[config.mk]
export PLATFORM = sky130hd
export DESIGN_NAME = timing_ctrl
export DESIGN_NICKNAME = d
export VERILOG_FILES = /design/src/rtl/timing_ctrl.sv
export SDC_FILE = /design/constraint.sdc
export NUM_CORES = 1
export LEC_CHECK = 0
export ABC_AREA = 1
export BUFFER_PORTS_ARGS = -buffer_cell sky130_fd_sc_hd__buf_2
export CAP_MARGIN = 40
export CORE_MARGIN = 5
export CORE_UTILIZATION = 47
export CTS_CLUSTER_DIAMETER = 50
export DETAILED_ROUTE_END_ITERATION = 10
export GPL_ROUTABILITY_DRIVEN = 0
export PLACE_DENSITY = 0.74
export SLEW_MARGIN = 20
export SYNTH_ARGS = -nofsm -noshare
export SYNTH_HDL_FRONTEND = slang
export SYNTH_SLANG_ARGS = --single-unit
[constraint.sdc]
create_clock -name clk -period 1.6 [get_ports clk]
set_input_delay 0.32 -clock clk [delete_from_list [all_inputs] [get_ports clk]]
set_output_delay 0.32 -clock clk [all_outputs]
set_load 0.005 [all_outputs]
[src/rtl/timing_ctrl.sv]
// ---------------------------------------------------------------------------
// timing_ctrl
//
// Drives the CPU's T0..T(NPHASE-1) timing ring. The datapath consumes the
// one-hot phase vector T; this block adds run / halt / single-step control,
// early instruction termination from the decoder, memory wait states and a
// completed-instruction counter.
//
// Parameters
//   NPHASE  phases per full instruction cycle (>= 2), T[0] is the first phase
//   CYC_W   width of the instruction counter, wraps modulo 2**CYC_W
//
// Ports
//   clk       in   1       clock, all logic on the rising edge
//   rst       in   1       synchronous active-high reset
//   start     in   1       run request, only looked at while IDLE or HALTED
//   step      in   1       single-instruction request, only while IDLE/HALTED
//   halt      in   1       stop request, taken at the next instruction boundary
//   cyc_end   in   1       decoder says the current phase ends the instruction
//   mem_wait  in   1       memory not ready, freeze the current phase
//   T         out  NPHASE  one-hot phase vector, all-zero when not running
//   running   out  1       state is RUN or STEP
//   halted    out  1       state is HALTED
//   fetch     out  1       running and in T0 or T1
//   icount    out  CYC_W   completed-instruction count
// ---------------------------------------------------------------------------
module timing_ctrl #(
    parameter int NPHASE = 8,
    parameter int CYC_W  = 16
) (
    input  logic              clk,
    input  logic              rst,
    input  logic              start,
    input  logic              step,
    input  logic              halt,
    input  logic              cyc_end,
    input  logic              mem_wait,
    output logic [NPHASE-1:0] T,
    output logic              running,
    output logic              halted,
    output logic              fetch,
    output logic [CYC_W-1:0]  icount
);

    localparam logic [1:0] ST_IDLE   = 2'd0;
    localparam logic [1:0] ST_RUN    = 2'd1;
    localparam logic [1:0] ST_STEP   = 2'd2;
    localparam logic [1:0] ST_HALTED = 2'd3;

    logic [1:0] state;
    logic       halt_pend;

    // Combinational helpers for the running states. A boundary is either the
    // decoder cutting the instruction short or the ring reaching its last
    // phase; both together still count as one boundary. A halt request seen
    // on the boundary cycle itself stops the machine right away, so it is
    // folded in with the sticky pending flag here.
    logic boundary;
    logic halt_now;
    logic stop_here;

    always_comb begin
        boundary  = cyc_end | T[NPHASE-1];
        halt_now  = (state == ST_RUN) & halt;
        stop_here = (state == ST_STEP) | halt_pend | halt_now;
    end

    // Main sequencer. IDLE and HALTED wait for start/step with T held at
    // zero. RUN and STEP walk the ring, freezing on mem_wait (cyc_end is
    // dropped on those cycles and the decoder has to present it again).
    // Entering HALTED always clears the pending halt, even if halt is still
    // asserted that cycle.
    always_ff @(posedge clk) begin
        if (rst) begin
            state     <= ST_IDLE;
            T         <= '0;
            halt_pend <= 1'b0;
            icount    <= '0;
        end else begin
            case (state)
                ST_IDLE, ST_HALTED: begin
                    if (start) begin
                        state <= ST_RUN;
                        T     <= NPHASE'(1);
                    end else if (step) begin
                        state <= ST_STEP;
                        T     <= NPHASE'(1);
                    end
                end
                ST_RUN, ST_STEP: begin
                    if (halt_now) begin
                        halt_pend <= 1'b1;
                    end
                    if (!mem_wait) begin
                        if (boundary) begin
                            icount <= icount + CYC_W'(1);
                            if (stop_here) begin
                                state     <= ST_HALTED;
                                T         <= '0;
                                halt_pend <= 1'b0;
                            end else begin
                                T <= NPHASE'(1);
                            end
                        end else begin
                            T <= {T[NPHASE-2:0], 1'b0};
                        end
                    end
                end
                default: begin
                    state     <= ST_IDLE;
                    T         <= '0;
                    halt_pend <= 1'b0;
                end
            endcase
        end
    end

    // Status outputs are decoded purely from registered state.
    always_comb begin
        running = (state == ST_RUN) | (state == ST_STEP);
        halted  = (state == ST_HALTED);
        fetch   = running & (T[0] | T[1]);
    end

endmodule

=== Word level (Yosys, flattened, before mapping) ===
Index checks and enable logic that the tools add are counted.

* Equal/unequal tests: 7
* Reductions and logical operators: 6
* Add/sub/neg operators: 1
* Bitwise logic cells: 8
* Mux-type cells: 16

{| class="wikitable"
|+ Operators by type and width
! kind !! count
|-
| 8-bit two-way mux || 4
|-
| 16-bit by 1-bit adder with 16-bit output (second input constant) || 1
|-
| 8-bit one-hot mux with 2 select lines || 1
|-
| 2-bit two-way mux || 5
|-
| 2-bit inequality test (second input constant) || 3
|-
| 1-bit two-way mux || 5
|-
| 1-bit OR || 5
|-
| 2-bit equality test (second input constant) || 2
|-
| 2-bit one-hot mux with 2 select lines || 1
|-
| 4-bit AND reduction || 1
|-
| 2-bit OR reduction || 2
|-
| 3-bit inequality test (second input constant) || 1
|-
| 3-bit AND reduction || 1
|-
| 1-bit AND || 2
|-
| 2-bit by 1-bit equality test with 1-bit output (second input constant) || 1
|-
| 2-bit logical NOT || 1
|-
| 2-bit AND reduction || 1
|-
| 1-bit NOT || 1
|}

* Output and inout bits: 27
* Input port bits: 7
* Logic and storage cells: 42
* Bits in registers: 27

=== Logic depth before layout (Yosys ltp) ===
* Depth in word-level cells: 7
* Gate-level depth with buffers: 10
* Mapped depth without buffers: 10

=== Worst setup path after synthesis ===
Ideal clock, no wire load.

* Path type: reg2reg
* Start point: reg state[0]
* End point: reg icount[8]
* Path buffers: 0
* Library setup time: 0.115 ns
* Slack: 0.072 ns
* Data arrival time: 1.414 ns
* Period minus slack after synthesis: 1.528 ns
* Stages on the path, launching flop included: 8
* Required time: 1.485 ns
* Path through: dfxtp_1 inv_1 ha_1 nor2_4 nand3_1 nor2_1 a21oi_1 o21a_1

* Word-level cells in the longest chain between the ends: 3
* Elaborated cells on any way between the ends: 4
* Those cells by class: eq/ne (2); reduce/logical (2)

{| class="wikitable"
|+ Ends and longest elaborated chain
! element !! RTL line !! RTL
|-
| start, declared || 50 || <nowiki>logic [1:0] state;</nowiki>
|-
| start signal, assigned || 75 || <nowiki>state <= ST_IDLE;</nowiki>
|-
| start signal, assigned || 83 || <nowiki>state <= ST_RUN;</nowiki>
|-
| start signal, assigned || 86 || <nowiki>state <= ST_STEP;</nowiki>
|-
| 2-bit by 1-bit equality test with 1-bit output / 2-bit equality test (equally long branches) || 80 || <nowiki>case (state)</nowiki>
|-
| 2-bit OR reduction (*) || 80 ||
|-
| 3-bit AND reduction (no source line) (*) || -- ||
|-
| end signal, assigned || 96 || <nowiki>icount <= icount + CYC_W'(1);</nowiki>
|-
| end, declared || 42 || <nowiki>output logic [CYC_W-1:0] icount</nowiki>
|}

Mark *: on every way between the ends. The rest lies on a longest branch, timed or not.
A chain may end at the register's enable or synchronous reset.

=== Final worst setup path ===
* Start point: reg state[0]
* End point: out running

* Word-level cells in the longest chain between the ends: 2
* Elaborated cells on any way between the ends: 3
* Those cells by class: eq/ne (2); bitwise (1)

{| class="wikitable"
|+ Ends and longest elaborated chain
! element !! RTL line !! RTL
|-
| 2-bit by 1-bit equality test with 1-bit output / 2-bit equality test (equally long branches) || 120 || <nowiki>running = (state == ST_RUN) | (state == ST_STEP);</nowiki>
|-
| 1-bit OR (*) || 120 ||
|-
| end, declared || 39 || <nowiki>output logic running,</nowiki>
|}

Marked as above.

==> results.md <==
Critical path:
- The type of origin of the critical path is a register.
- For the worst flop-to-flop path, the logic depth is 8.
- The delay contributed by the slowest stage of the critical path is 0.36 ns.
- By startpoint and endpoint, the worst setup path is classified as register to output port.
- Data arrives at the worst endpoint at about 1.2 ns.
- The highest fanout seen on the critical path is 4.
- The largest individual stage delay along the critical path comes from the cell sky130_fd_sc_hd__dfxtp_2.
- The critical path required time is 1.28 ns.
- The worst setup path is captured at an output port.
- Walking the worst path, the cells encountered are inv_2 -> ha_4 -> inv_4 -> buf_2.

Floorplan:
- The effective utilization at floorplan is 49.71%.
- The I/O pin count is 34.
- The overall die area is 4126 µm².
- The die is 64.24 µm wide.
- The die is 64.24 µm tall.
- The row count is 19.
- The core region is 2781 µm².

Run status:
- The flow ran to the end, and the final reports show no timing, DRC or antenna violations.

Clock tree:
- For this design, the sink count on the clock tree is 27.
- The count of hold buffers inserted by post-cts repair is 0.
- The TritonCTS buffer count is 3.
- In this run the clock root is driven by a sky130_fd_sc_hd__clkbuf_4.
- The TritonCTS clock tree is done.
- The source-to-sink clock delay at the later pin of the worst-skew pair is 0.32 ns.
- The H-tree depth reported by CTS is 1.
- The clock passes through at most 2 buffers.
- Clock-pin slew was measured on the worst setup and hold paths at 0.14 ns.

Route:
- The total wire length after detailed routing is 2994 µm.
- The number of iterations in the first detailed-routing pass is 4.
- The routed via count divided by cell count is approximately 4.9.
- In this run the remaining antenna-violating nets after routing total 0.
- The routed via count is 1267.
- In the final routed layout, each cell accounts on average for 11.56 µm.
- The number of remaining DRC errors is 0.
- After the first detailed-routing iteration, the DRC count stood at 44.

STA:
- In this run the tightest slew margin relative to its limit is 76.89%.
- The total count of hold-check failures in the final report is 0.
- The worst-case clock skew is 0.004047 ns.
- In the finished design, the share of the clock period the worst path needs comes to 94.36%.
- The count of pins over their slew limit is 0.
- The post-route minimum period is 1.510 ns.
- Timing would allow up to around 0.66 GHz.
- The final number of setup-violating endpoints is 0.
- The final worst hold slack is 0.2704 ns.
- The actual transition at the worst max-transition pin is 0.3453 ns.

Synth:
- Counting flops with a built-in enable in the synthesized netlist gives 0.
- The synthesized design contains 27 register bits.
- Of the post-synthesis cell area, the dominant cell type holds between 30% and 40%.
- The commonest cells after synthesis are sky130_fd_sc_hd__nand2_1 (42), sky130_fd_sc_hd__nor2_1 (28), sky130_fd_sc_hd__dfxtp_1 (27).
- The cell area after synthesis is 1383 µm².
- Yosys instantiated no cell more often than sky130_fd_sc_hd__nand2_1.
- The yosys synthesis warning count is 0.
- Each instance of the synthesized netlist takes up on average between 7 and 8 µm².
- Synthesis handed over a netlist of roughly 190 instances.
- The number of nets in the synthesized netlist is ~200.
- The synthesized design spends more area on one cell type than any other, namely sky130_fd_sc_hd__dfxtp_1.
- Among all flip-flop cells after synthesis, the most frequent one is sky130_fd_sc_hd__dfxtp_1.
- The post-synthesis async set-or-reset flop share is 0%.
- Yosys attributes the largest share of cell area to sky130_fd_sc_hd__dfxtp_1 (39%), sky130_fd_sc_hd__nand2_1 (11%), sky130_fd_sc_hd__nor2_1 (7.6%), sky130_fd_sc_hd__a21oi_1 (7.2%), sky130_fd_sc_hd__inv_1 (5.2%).
- Of the synthesized area, sequential elements account for 39.10%.
- The unique cell type count in the Yosys netlist is 25.

Job:
- Across the run, the number of max-cap violations was 0.

Placed design:
- Buffers placed on the I/O ports in this run total 33.
- The HPWL after detailed placement is 2272 µm.
- Counting tap cells, the placed design contains a total of 253 instances.

Global routing:
- The total congestion overflow is 0.
- The total routing resource utilization after global routing is approximately 16%.
- Entering global routing, the biggest net connects 15 pins.
- The initial antenna violation count was 0.
- The number of global-route vias before repair is 1210.
- The first global-routing pass estimated 5326 µm of wire.

Worst hold path:
- The worst hold path stage count is 4.
- In this run the worst hold path is classified as input port to register.

Power and ir drop:
- The power per unit of standard cell area is 969.8 nW/µm².
- The share of total power dissipated in combinational logic is 35.4%.
- For this design the static power due to leakage is between 0.7 and 0.8 nW.
- In this run the power spent charging and discharging nets is 0.5738 mW.
- In this run switching power makes up between 30% and 40% of total power.
- The internal portion of the total power is 1.063 mW.
- Sequential cells burn about 47% of the power.
- The clock network is responsible for 17.9% of the overall power.
- The worst-case IR drop observed on VDD is roughly 0.78 mV.

Cells and area:
- At the end of the flow, the number of nets in the layout was 240.
- Compared with the post-synthesis result, the final layout area differs by 22.08%.
- The final instance count without filler cells is ~260.
- The number of antenna cells inserted is 0.
- The core occupancy in the finished layout is 60.68%.
- The ratio of cells with drive above 1 in the final layout is 27.63%.
critical path: cells and delay by family (launching register included):
| family | cells | cell delay [ns] |
|---|---|---|
| buffers and inverters | 3 | 0.23 |
| adder cells (fa/ha/maj) | 1 | 0.29 |
| flip-flops | 1 | 0.36 |
per-stage QoR:
step / setup TNS (ns) / instance area, µm² / setup WS [ns] / power (mW)
global route: -0.004971 / 1688 / -0.004971 / 1.774
floorplan: 0 / 1383 / 0.07173 / 1.123
CTS: 0 / 1650 / 0.03001 / 1.624
finish: 0 / 1688 / 0.09019 / 1.637
detailed placement: 0 / 1609 / 0.01305 / 1.292
global placement: 0 / 1609 / 0.03356 / 1.288
path summary, 6_finish.rpt:
| path | startpoint | endpoint | slack, ns |
|---|---|---|---|
| max | state[0] | running | 0.09 |
| min | start | state[1] | 0.27 |
| max reg2reg | state[0] | icount[8] | 0.12 |
| min reg2reg | T[4] | T[4] | 0.48 |
power groups by stage:
stage | sequential (mW) | combinational [mW] | clock (mW)
2_1_floorplan | 0.768 | 0.355 | 0
3_3_place_gp | 0.769 | 0.518 | 0
3_5_place_dp | 0.769 | 0.523 | 0
4_1_cts | 0.763 | 0.551 | 0.310
5_1_grt | 0.772 | 0.657 | 0.345
6_report | 0.764 | 0.580 | 0.293
cell usage in the layout, fill, tap and decap left out, drive strengths merged:
cell,instances
a21oi,20
buf,38
clkbuf,4
clkinv,1
dfxtp,27
ha,4
inv,20
nand2,46
nand3,14
nand4,4
nor2,34
nor2b,1
nor3,2
o211ai,1
o21a,1
o21ai,10
xor2,1
area by class of cell:
class	instances	area [µm²]
tap	31	38.79
multi-input combinational	138	782.0
fill	270	1094
timing repair buffer	38	215.2
sequential	27	543.0
clock buffer	4	26.28
inverter	21	82.58
registers in the layout (all words and copies together), names as in the netlist:
name and cells:
T 8, icount 16, halt_pend 1, state 2
kinds of logic after synthesis:
family	share of synthesized area (%)
simple gates	37.83
compound gates	11.95
flops	39.10
buf+inv	6.878
fa+ha+maj	3.620
xor+xnor	0.6336
what timing repair did:
item | CTS | global route
gates resized for setup | 5 | 5
endpoints found under the hold margin | 0 | 0
buffers inserted | 1 | 2
setup endpoints to repair | 4 | 9
pin swaps | 1 | 1
routing by layer:
layer  share of wire [%]  track usage [%]  vias up
met1                  49            21.13      542
met2                  45            25.25       29
met5                   0                0        -
li1                    -                -      692
met4                 1.6            6.107        0
met3                 4.0            2.627        4
Power figures use the tool's default switching activity.
